<file path="config.mk">
export PLATFORM = sky130hd
export DESIGN_NAME = imem_loader
export DESIGN_NICKNAME = d
export VERILOG_FILES = /design/src/rtl/imem_loader.sv
export SDC_FILE = /design/constraint.sdc
export NUM_CORES = 1
export LEC_CHECK = 0
export ABC_AREA = 0
export CORE_AREA = 8 8 103 105
export DETAILED_ROUTE_END_ITERATION = 16
export DIE_AREA = 0 0 111 113
export GPL_TIMING_DRIVEN = 0
export HOLD_SLACK_MARGIN = 0.12
export PLACE_DENSITY = 0.68
export SYNTH_ARGS = -nofsm -noshare
export SYNTH_HDL_FRONTEND = slang
export SYNTH_SLANG_ARGS = --single-unit
</file>
<file path="constraint.sdc">
create_clock -name clk -period 3.71 [get_ports clk]
set_input_delay 0.371 -clock clk [delete_from_list [all_inputs] [get_ports clk]]
set_output_delay 0.371 -clock clk [all_outputs]
set_load 0.01 [all_outputs]
</file>
<file path="src/rtl/imem_loader.sv">
// imem_loader: parses a length/data/XOR-checksum byte stream into instruction memory writes
// and holds the core in reset until a valid image has been loaded.
module imem_loader #(
    parameter int DEPTH  = 64,
    parameter int ADDR_W = 6
) (
    input  logic              clk,
    input  logic              rst,
    input  logic              load_start,
    input  logic              byte_valid,
    input  logic [7:0]        byte_data,
    output logic              byte_ready,
    output logic              imem_we,
    output logic [ADDR_W-1:0] imem_waddr,
    output logic [31:0]       imem_wdata,
    output logic              cpu_hold,
    output logic              busy,
    output logic              done,
    output logic              error,
    output logic [ADDR_W:0]   words_loaded
);
    typedef enum logic [2:0] {IDLE, LEN_LO, LEN_HI, DATA, CSUM, DONE, ERR} state_t;

    state_t              r_state, w_next;
    logic [15:0]         r_len;
    logic [ADDR_W-1:0]   r_ptr;
    logic [ADDR_W:0]     r_wcnt;
    logic [1:0]          r_idx;
    logic [31:0]         r_shift;
    logic [7:0]          r_csum;
    logic                r_we;
    logic                w_xfer, w_start, w_len_bad, w_last;
    logic [15:0]         w_len_full;

    assign w_xfer     = byte_valid && byte_ready;
    assign w_start    = load_start && (r_state == IDLE || r_state == DONE || r_state == ERR);
    assign w_len_full = {byte_data, r_len[7:0]};
    assign w_len_bad  = (w_len_full == 16'd0) || (w_len_full > 16'(DEPTH));
    // the count of finished words already includes every earlier word by the time a 4th byte lands
    assign w_last     = (16'(r_wcnt) + 16'd1) == r_len;

    always_ff @(posedge clk or posedge rst) begin
        if (rst) r_state <= IDLE;
        else     r_state <= w_next;
    end

    always_comb begin
        w_next = r_state;
        case (r_state)
            IDLE, DONE, ERR: w_next = load_start ? LEN_LO : r_state;
            LEN_LO:          w_next = w_xfer ? LEN_HI : LEN_LO;
            LEN_HI:          w_next = w_xfer ? (w_len_bad ? ERR : DATA) : LEN_HI;
            DATA:            w_next = (w_xfer && r_idx == 2'd3 && w_last) ? CSUM : DATA;
            CSUM:            w_next = w_xfer ? ((byte_data == r_csum) ? DONE : ERR) : CSUM;
            default:         w_next = IDLE;
        endcase
    end

    always_comb begin
        byte_ready = r_state == LEN_LO || r_state == LEN_HI || r_state == DATA || r_state == CSUM;
        busy       = byte_ready;
        cpu_hold   = byte_ready || r_state == ERR;
        done       = r_state == DONE;
        error      = r_state == ERR;
    end

    always_ff @(posedge clk or posedge rst) begin
        if (rst) begin
            r_len   <= '0;
            r_ptr   <= '0;
            r_wcnt  <= '0;
            r_idx   <= '0;
            r_shift <= '0;
            r_csum  <= '0;
            r_we    <= 1'b0;
        end else begin
            r_we <= w_xfer && r_state == DATA && r_idx == 2'd3;
            if (r_we) begin
                r_ptr  <= r_ptr + 1'b1;
                r_wcnt <= r_wcnt + 1'b1;
            end
            if (w_start) begin
                r_ptr  <= '0;
                r_wcnt <= '0;
                r_idx  <= '0;
                r_csum <= '0;
            end else if (w_xfer) begin
                if (r_state == LEN_LO) r_len[7:0]  <= byte_data;
                if (r_state == LEN_HI) r_len[15:8] <= byte_data;
                if (r_state == DATA) begin
                    r_shift <= {byte_data, r_shift[31:8]};
                    r_csum  <= r_csum ^ byte_data;
                    r_idx   <= r_idx + 1'b1;
                end
            end
        end
    end

    assign imem_we      = r_we;
    assign imem_waddr   = r_ptr;
    assign imem_wdata   = r_shift;
    assign words_loaded = r_wcnt;
endmodule

</file>
* Word level (Yosys, flattened, before mapping)
Index checks and enable logic that the tools add are counted.
** Storage, ports and cells
- Output and inout bits :: 51
- Bits in registers :: 75
** Operators by class
- Bitwise gates (word level) :: 2
- Add/sub/neg operators :: 4
- Magnitude comparators :: 1
- Mux-type cells :: 18
- Equal/unequal tests :: 10
- Reductions and logical operators :: 23
** Operators with widths (number)
- $mux 8 :: 3
- $eq 8x16->1 :: 1
- $gt 16x7->1 const B :: 1
- $logic_not 16->1 :: 1
- $pmux 3 s5 :: 1
- $mux 7 :: 2
- $mux 2 :: 6
- $mux 3 :: 4
- $mux 6 :: 2
- $eq 3x3->1 const B :: 3
- $reduce_and 3->1 :: 3
- $add 7x1->8 const B :: 1
- $eq 8x8->1 :: 1
- $xor 8x8->8 :: 1
- $add 7x1->7 const B :: 1
- $logic_or 1x1->1 :: 7
- $add 6x1->6 const B :: 1
- $eq 3x2->1 const B :: 2
- $logic_and 1x1->1 :: 6
- $reduce_bool 2->1 :: 3
- $eq 3x1->1 const B :: 1
- $logic_not 3->1 :: 1
- $reduce_or 3->1 :: 1
- $add 2x1->2 const B :: 1
- 4 further kinds :: 4

* Depth between registers and ports, before layout
Gate-level depths: netlist of the first run.
- Depth in word-level cells :: 9
- Gate-level depth with buffers :: 7
- Gate-level depth less buffers :: 6

* Least setup slack after synthesis of the first run
Ideal clock, no wire load.
- Kind :: register to register
- Start :: register r_wcnt[0] (netlist: words_loaded[0])
- End :: register r_state[2]
- Stages on the path, launching flop included :: 8
- Buffers on the path :: 1
- Path slack :: 1.775 ns
- Data required time :: 3.644 ns
- Data arrival time :: 1.869 ns
- Setup time :: 0.066 ns
- Cells stage by stage :: dfrtp_1 > ha_1 > buf_2 > xor2_1 > or3_1 > o21a_1 > nor4b_2 > a41o_1
** On the way
- Cells in the longest elaborated chain, start to end :: 5
** Ends and longest elaborated chain
- from (decl) :: RTL line 27 : logic [ADDR_W:0] r_wcnt;
- from (signal assigned) :: RTL line 80 : r_wcnt <= r_wcnt + 1'b1;
- $add 7x1->8 :: RTL line 40 : assign w_last = (16'(r_wcnt) + 16'd1) == r_len;
- $eq 8x16->1 :: RTL line 40
- $logic_and 1x1->1 :: RTL line 53 : DATA: w_next = (w_xfer && r_idx == 2'd3 && w_last) ? CSUM : DATA;
- $mux 3 :: RTL line 53
- $pmux 3 s5 :: RTL line 49 : case (r_state)
- to (signal assigned) :: RTL line 44 : else r_state <= w_next;
- to (decl) :: RTL line 24 : state_t r_state, w_next;
No other way between the ends.
A chain may end at the register's enable or synchronous reset.

* Final worst setup path of the first run
- Start :: register r_state[2]
- End :: output byte_ready
** On the way
- Cells in the longest elaborated chain, start to end :: 4
** Ends and longest elaborated chain
- $eq 3x1->1 / $eq 3x2->1 (equally long branches) :: RTL line 60 : byte_ready = r_state == LEN_LO || r_state == LEN_HI || r_state == DATA || r_state == CSUM;
- $logic_or 1x1->1 (2 in series) :: RTL line 60
- $logic_or 1x1->1 (*) :: RTL line 60
- to (decl) :: RTL line 12 : output logic byte_ready,
Mark *: on every way between the ends. The rest lies on a longest branch, timed or not.

==> results by group, run 1 <==
Synthesis
  • Leading area contributor after synthesis: dfrtp_1
  • Count of cell types in the netlist: 45
  • Cell area after synthesis: 3530 µm²
  • Post-synthesis simple-gate area fraction: 24.8%
  • Register bit total from synthesis: 75
  • Async SR Flop Fraction: 100%
  • Largest family of logic cells by synthesized area: simple AND/OR/NAND/NOR gates
  • YS warnings: 0
  • Synthesized-area fraction occupied by adder cells: 1.35%
  • Ranking of synthesized cells by area: dfrtp_1 53%, nand2_1 14%, xnor2_1 4.2%
  • Multiplexer area fraction after synthesis: 3.12%
  • Post-synthesis compound-gate area fraction: 6.52%
  • Syn Nets: 401
  • Number of flops mapped to enable cells by yosys: 0
  • Sequential-to-total area share from yosys stat: 53.2%
  • Mapped Cells: 386
  • Top FF cell, synth: dfrtp_1
  • Avg Inst Size Synth: 9.15 µm²
  • Xor and xnor area share after synthesis: 7.65%
  • Yosys top cell area share: 53.2%

Drt
  • First drt pass iteration count: 4
  • Wirelength, routed: 8630 µm
  • Initial drt markers: 187
  • Via density: 5.01
  • Via count: 2,888
  • Wire per inst: 15.0 µm
  • DR DRC count: 0
  • ANT nets after route: 0

Pwr
  • Pwr per Cell Area: 703 nW/µm²
  • Leak: 0.00210 µW
  • Peak supply drop: 0.269 mV
  • Internal power: 1980 µW
  • Switching power share of the total: 37.6%
  • P_sw: 1190 µW
  • Pwr Total: 3170 µW
  • Sequential share of power: 42.1%
  • Clk network pwr share: 18.9%
  • Logic pwr share: 39.0%

Setup path
  • Crit path depth: 6
  • Worst path slowest cell: clkdlybuf4s50_1
  • Critical Path Start: r_state[2]
  • Crit Path Class: reg -> out
  • WP buf/inv: 5
  • Worst path max stage delay: 470 ps
  • Critical Path RT: 3340 ps
  • Flop2flop setup slack: 1530 ps
  • Crit path capture: byte_ready
  • Reg2Reg Capture Point: r_state[2]
  • Top cell family by delay on the critical path: buffers and inverters
  • Reg2reg path depth: 7
  • Startpoint types: flip-flop
  • CP arrival: 2060 ps
  • Critical path peak fanout: 9
  • R2r startpoint: words_loaded[0]
  • CP Capture Type: primary output
  • Most used cell along the critical path: inv_1
  • Worst path cell trace: buf_2 > inv_1 > xnor2_1 > inv_1 > buf_4 > clkdlybuf4s50_1

Clock network
  • Clock buffer count from CTS: 9
  • CTS Sinks: 75
  • CTS Hold Buffers Added: 0
  • # resized after CTS: 0
  • CTS root buf: clkbuf_8
  • TritonCTS clock tree: yes
  • CTS Buffer Depth: 2
  • Postcts setup bufs: 0
  • Reg clk slew, reported paths: 90 ps
  • Clk_lat worst skew: 360 ps
  • H-tree level count: 3

Timing
  • RSZ-0062 raised after global routing: no
  • Endpoints failing setup: 0
  • Worst-Margin Slew: 731 ps
  • Worst relative slew slack: 50.9%
  • Worst hold slack: 357 ps
  • Worst Clk Skew: 15.2 ps
  • Post-route minimum period: 2430 ps
  • Post-route clock period utilization: 65.5%
  • Final Hold Vio Count: 0
  • Highest achievable clock rate: 0.411 GHz
  • Setup TNS: 0 ps
  • Pins over their slew limit: 0

Placement
  • RD Place Congestion: 0.907
  • DP HPWL: 6430 µm
  • Placed inst area: 4320 µm²
  • Number of port buffers: 62

Floorplan
  • Starting Density: 39.3%
  • Die area: 12,500 µm²
  • Core ar.: 8980 µm²
  • Rows: 35
  • IO Pins: 63
  • DIE WIDTH: 111 µm
  • Die H: 113 µm

Global routing
  • Vias in the first global route: 2,924
  • Pin count of the biggest net entering global routing: 48
  • Gr usage total: 14.2%
  • GRT overflow: 0
  • Global-route wire length before repair: 14,600 µm
  • Initial antenna violation count: 0

Hold path
  • Worst min path class: in -> async

Final layout
  • Fillcell total: 837
  • Most frequent cells in the layout: 134 x nand2_1, 75 x dfrtp_1, 62 x clkdlybuf4s50_1
  • Syn-to-layout area delta: 27.5%
  • Nets@finish: 475
  • ANT cells: 0
  • Fin util: 50.1%
  • Most common cell after layout, fill and taps aside: nand2_1
  • Final non-filler cell area: 4500 µm²
  • Layout cell share with drive strength beyond 1: 8.60%

Run status
  • Outcome: finished clean

Run
  • Max-Cap Viols: 0
through the flow:
step                worst slack (ps)  cells
finish                          1280    576
global route                    1130    576
CTS                             1250    576
detailed placement              1350    560
global placement                 203    559
floorplan                       1430    386
synthesized netlist by cell type (all sizes together) (2+ instances only):
cell type	number
xnor2	17
or3	3
nand3	11
nand3b	2
nand2	134
nand4	8
clkbuf	11
buf	9
xor2	13
and3	4
mux2	8
inv	5
and2	2
o21ai	23
dfrtp	75
nor3	2
nor4	3
ha	3
nand2b	2
a21oi	3
nor2	28
mux2i	2
a21o	2
state kept, by name (all words and copies together), names as in the netlist:
| register | cells |
|---|---|
| r_len | 16 |
| imem_we | 1 |
| r_idx | 2 |
| r_state | 3 |
| words_loaded | 7 |
| r_csum | 8 |
| imem_wdata | 32 |
| imem_waddr | 6 |
power groups by stage:
| stage | Sequential (µW) | Combinational [µW] | Clock, µW |
|---|---|---|---|
| 3_3_place_gp | 1340 | 1220 | 0 |
| 4_1_cts | 1330 | 1260 | 611 |
| 5_1_grt | 1380 | 1360 | 656 |
| 2_1_floorplan | 1360 | 643 | 0 |
| 3_5_place_dp | 1350 | 1250 | 0 |
| 6_report | 1330 | 1230 | 599 |
cells by family after synthesis:
group | count (synthesis)
adder cells (fa/ha/maj) | 4
AO/OA/AOI/OAI | 38
XOR/XNOR | 30
buffers and inverters | 26
AND/OR/NAND/NOR | 203
flip-flops | 75
multiplexers | 10
worst reg2reg max path, delay by kind of cell (launching register included):
family / cells / cell delay (ps)
AOI/OAI and AO/OA: 2 / 360
xor gates and xnor gates: 1 / 160
adders and majority gates: 1 / 250
buffers and inverters: 1 / 170
DFF: 1 / 490
and+or+nand+nor: 2 / 710
worst min-delay path by stage:
stage | startpoint | to | slack (ps)
5_1_grt | rst | imem_waddr[5] | 380
3_5_place_dp | imem_wdata[7] | imem_wdata[7] | 470
4_1_cts | rst | r_len[1] | 360
6_report | rst | imem_waddr[3] | 360
3_3_place_gp | imem_wdata[3] | imem_wdata[3] | 460
2_1_floorplan | r_idx[0] | r_idx[0] | 470
layer usage:
layer / part of all wire, % / track usage, % / vias up
li1: - / - / 1412
met1: 43 / 17.0 / 1395
met2: 50 / 23.6 / 71
met3: 5.0 / 3.54 / 10
met4: 1.5 / 6.31 / 0
met5: 0 / 0 / -
area by class of cell:
class                      instances  area [µm²]  share of cell area, %
sequential                        75        1880                   41.7
multi-input combinational        285        1530                   34.1
timing repair buffer              63         648                   14.4
tap                              111         139                   3.09
clock buffer                       9         124                   2.75
buffer                            20        97.6                   2.17
clock inverter                     7        57.6                   1.28
inverter                           6        25.0                  0.556
(Power assumes the default switching activity.)
==> run 2, diff against run 1 <==
==> constraint.sdc (replaced) <==
create_clock -name clk -period 2.4 [get_ports clk]
set_input_delay 0.24 -clock clk [delete_from_list [all_inputs] [get_ports clk]]
set_output_delay 0.24 -clock clk [all_outputs]
set_load 0.01 [all_outputs]
==> run 2 against run 1 <==
- sequential share of layout area down 0.069 points
- sequential cell count unchanged
- setup slack worse by 1100 ps
- die area unchanged
- critical path depth rose by 1
- first-iteration DRC count is 2.1% lower
- utilization is 0.084 points higher
- via count shrank 0.76%
- cell count unchanged
- clock power up 55%
- combinational power grew 56%
- critical path type is now reg -> reg
- largest cell class unchanged
- largest power group unchanged
- highest routed layer unchanged
==> results by group, run 2 (synthesis results as in run 1) <==
Pwr
  • Pwr Total: 4910 µW (+55%)
  • Internal power: 3060 µW (+55%)
  • Pwr per Cell Area: 1090 nW/µm² (+55%)
  • Logic pwr share: 39.2% (+0.2 points)
  • Leak: 0.00211 µW (+0.29%)
  • Switching power share of the total: 37.6% (about the same)
  • Peak supply drop: 0.416 mV (+55%)
  • P_sw: 1850 µW (+55%)
  • Clk network pwr share: 18.9% (about the same)
  • Sequential share of power: 41.9% (-0.2 points)

Placement
  • Pre-CTS WS: 173 ps (-1180 ps)
  • Number of port buffers: 62 (unchanged)
  • DP HPWL: 6430 µm (unchanged)
  • Placed instance count: 560 (unchanged)
  • RD Place Congestion: 0.907 (unchanged)

Timing
  • Worst Clk Skew: 15.1 ps (-0.0896 ps)
  • Pins over their slew limit: 0 (unchanged)
  • Post-route clock period utilization: 91.3%
  • Final worst slack: 208 ps (-1070 ps)
  • Worst-Margin Slew: 735 ps (+4.61 ps)
  • Worst relative slew slack: 50.6% (-0.31 points)
  • Post-route minimum period: 2190 ps
  • Endpoints failing setup: 0 (unchanged)
  • Highest achievable clock rate: 0.456 GHz
  • Final Hold Vio Count: 0 (unchanged)
  • Setup TNS: 0 ps (unchanged)
  • RSZ-0062 raised after global routing: no

Floorplan
  • Die area: 12,500 µm² (unchanged)
  • IO Pins: 63 (unchanged)
  • Rows: 35 (unchanged)
  • Starting Density: 39.3% (unchanged)
  • Core ar.: 8980 µm² (unchanged)
  • Die H: 113 µm (unchanged)
  • DIE WIDTH: 111 µm (unchanged)

Final layout
  • Fillcell total: 836 (-0.12%)
  • Layout cell share with drive strength beyond 1: 8.82% (+0.22 points)
  • Nets@finish: 475 (unchanged)
  • Max FFs per register: 32 (unchanged)
  • ANT cells: 0 (unchanged)
  • Most common cell after layout, fill and taps aside: nand2_1
  • Most frequent cells in the layout: 134 x nand2_1, 75 x dfrtp_1, 62 x clkdlybuf4s50_1
  • Syn-to-layout area delta: 27.7%
  • Fin util: 50.2% (+0.084 points)
  • Non-Filler Instances: 576 (unchanged)

Clock network
  • TritonCTS clock tree: yes
  • Postcts setup bufs: 0 (unchanged)
  • # resized after CTS: 0 (unchanged)
  • Reg clk slew, reported paths: 90 ps (about the same)
  • CTS Hold Buffers Added: 0 (unchanged)
  • Clock buffer count from CTS: 9 (unchanged)
  • CTS root buf: clkbuf_8
  • CTS Buffer Depth: 2 (unchanged)
  • Clk_lat worst skew: 360 ps (about the same)
  • H-tree level count: 3 (unchanged)
  • CTS Sinks: 75 (unchanged)

Drt
  • Initial drt markers: 183 (-2.1%)
  • First drt pass iteration count: 4 (unchanged)
  • DR DRC count: 0 (unchanged)
  • Wire per inst: 15.0 µm (+0.24%)
  • Via density: 4.98 (-0.76%)
  • Via count: 2,866 (-0.76%)
  • ANT nets after route: 0 (unchanged)
  • Wirelength, routed: 8660 µm (+0.24%)

Setup path
  • Worst path cell trace: ha_1 > buf_2 > xor2_1 > or3_1 > o21a_1 > nor4b_2 > a41o_1
  • WP buf/inv: 1 (-4)
  • CP Capture Type: flip-flop
  • CP arrival: 2490 ps (+430 ps)
  • Crit Path Class: reg -> reg
  • Top cell family by delay on the critical path: simple AND/OR/NAND/NOR gates
  • Worst path max stage delay: 490 ps (+20 ps)
  • Startpoint types: flip-flop
  • Worst path slowest cell: dfrtp_1
  • Critical Path RT: 2700 ps (-640 ps)
  • Critical path peak fanout: 7 (-2)

Global routing
  • Vias in the first global route: 2,924 (unchanged)
  • Pin count of the biggest net entering global routing: 48 (unchanged)
  • GRT overflow: 0 (unchanged)
  • Gr usage total: 14.2% (unchanged)
  • Global-route wire length before repair: 14,600 µm (unchanged)
  • Initial antenna violation count: 0 (unchanged)

Run
  • Max-Cap Viols: 0 (unchanged)

Hold path
  • Worst min path class: in -> async

Run status
  • Outcome: finished clean
-- run 2: cell count changes in the layout (fill, tap and decap cells not counted) --
| cell | previous run | this run |
|---|---|---|
| xnor2_1 | 17 | 16 |
| xnor2_2 | 0 | 1 |
-- run 2: cell type report --
cell class / instances / area (µm²) / share of cell area [%]
inverters: 6 / 25.0 / 0.555
multi-input cells: 285 / 1540 / 34.2
plain buffers: 20 / 97.6 / 2.16
clock buffers: 9 / 124 / 2.75
repair buffers: 63 / 648 / 14.4
flip-flops and latches: 75 / 1880 / 41.6
clock inverters: 7 / 57.6 / 1.28
well taps: 111 / 139 / 3.08
-- run 2: layer usage --
layer	wire length [µm]	share of wire [%]	GRT usage, %	up-vias
li1	-	-	-	1410
met1	3760	43	17.0	1383
met2	4350	50	23.6	63
met3	415	4.8	3.54	10
met4	129	1.5	6.31	0
met5	0	0	0	-
-- run 2: final timing paths --
path	from	to	slack (ps)	cells past startpoint
max in group asynchronous	rst	r_len[14]	1630	3
worst min register to register	imem_wdata[7]	imem_wdata[7]	480	2
worst max register to register	words_loaded[0]	r_state[2]	210	7
worst min-delay path	rst	imem_waddr[3]	230	2
worst max-delay path	words_loaded[0]	r_state[2]	210	7
min in group clk	imem_wdata[7]	imem_wdata[7]	480	2
-- run 2: power groups by stage --
| stage | sequential (µW) | combinational, µW | clock [µW] |
|---|---|---|---|
| CTS | 2060 | 1940 | 944 |
| floorplan | 2100 | 995 | 0 |
| finish | 2060 | 1920 | 928 |
| global placement | 2070 | 1880 | 0 |
| detailed placement | 2090 | 1930 | 0 |
| global route | 2130 | 2120 | 1010 |
-- run 2: metrics by stage --
stage | hold slack [ps] | instance area (µm²)
5_1_grt | 245 | 4510
4_1_cts | 229 | 4500
2_1_floorplan | 345 | 3530
3_3_place_gp | 461 | 4290
3_5_place_dp | 467 | 4320
6_report | 226 | 4510
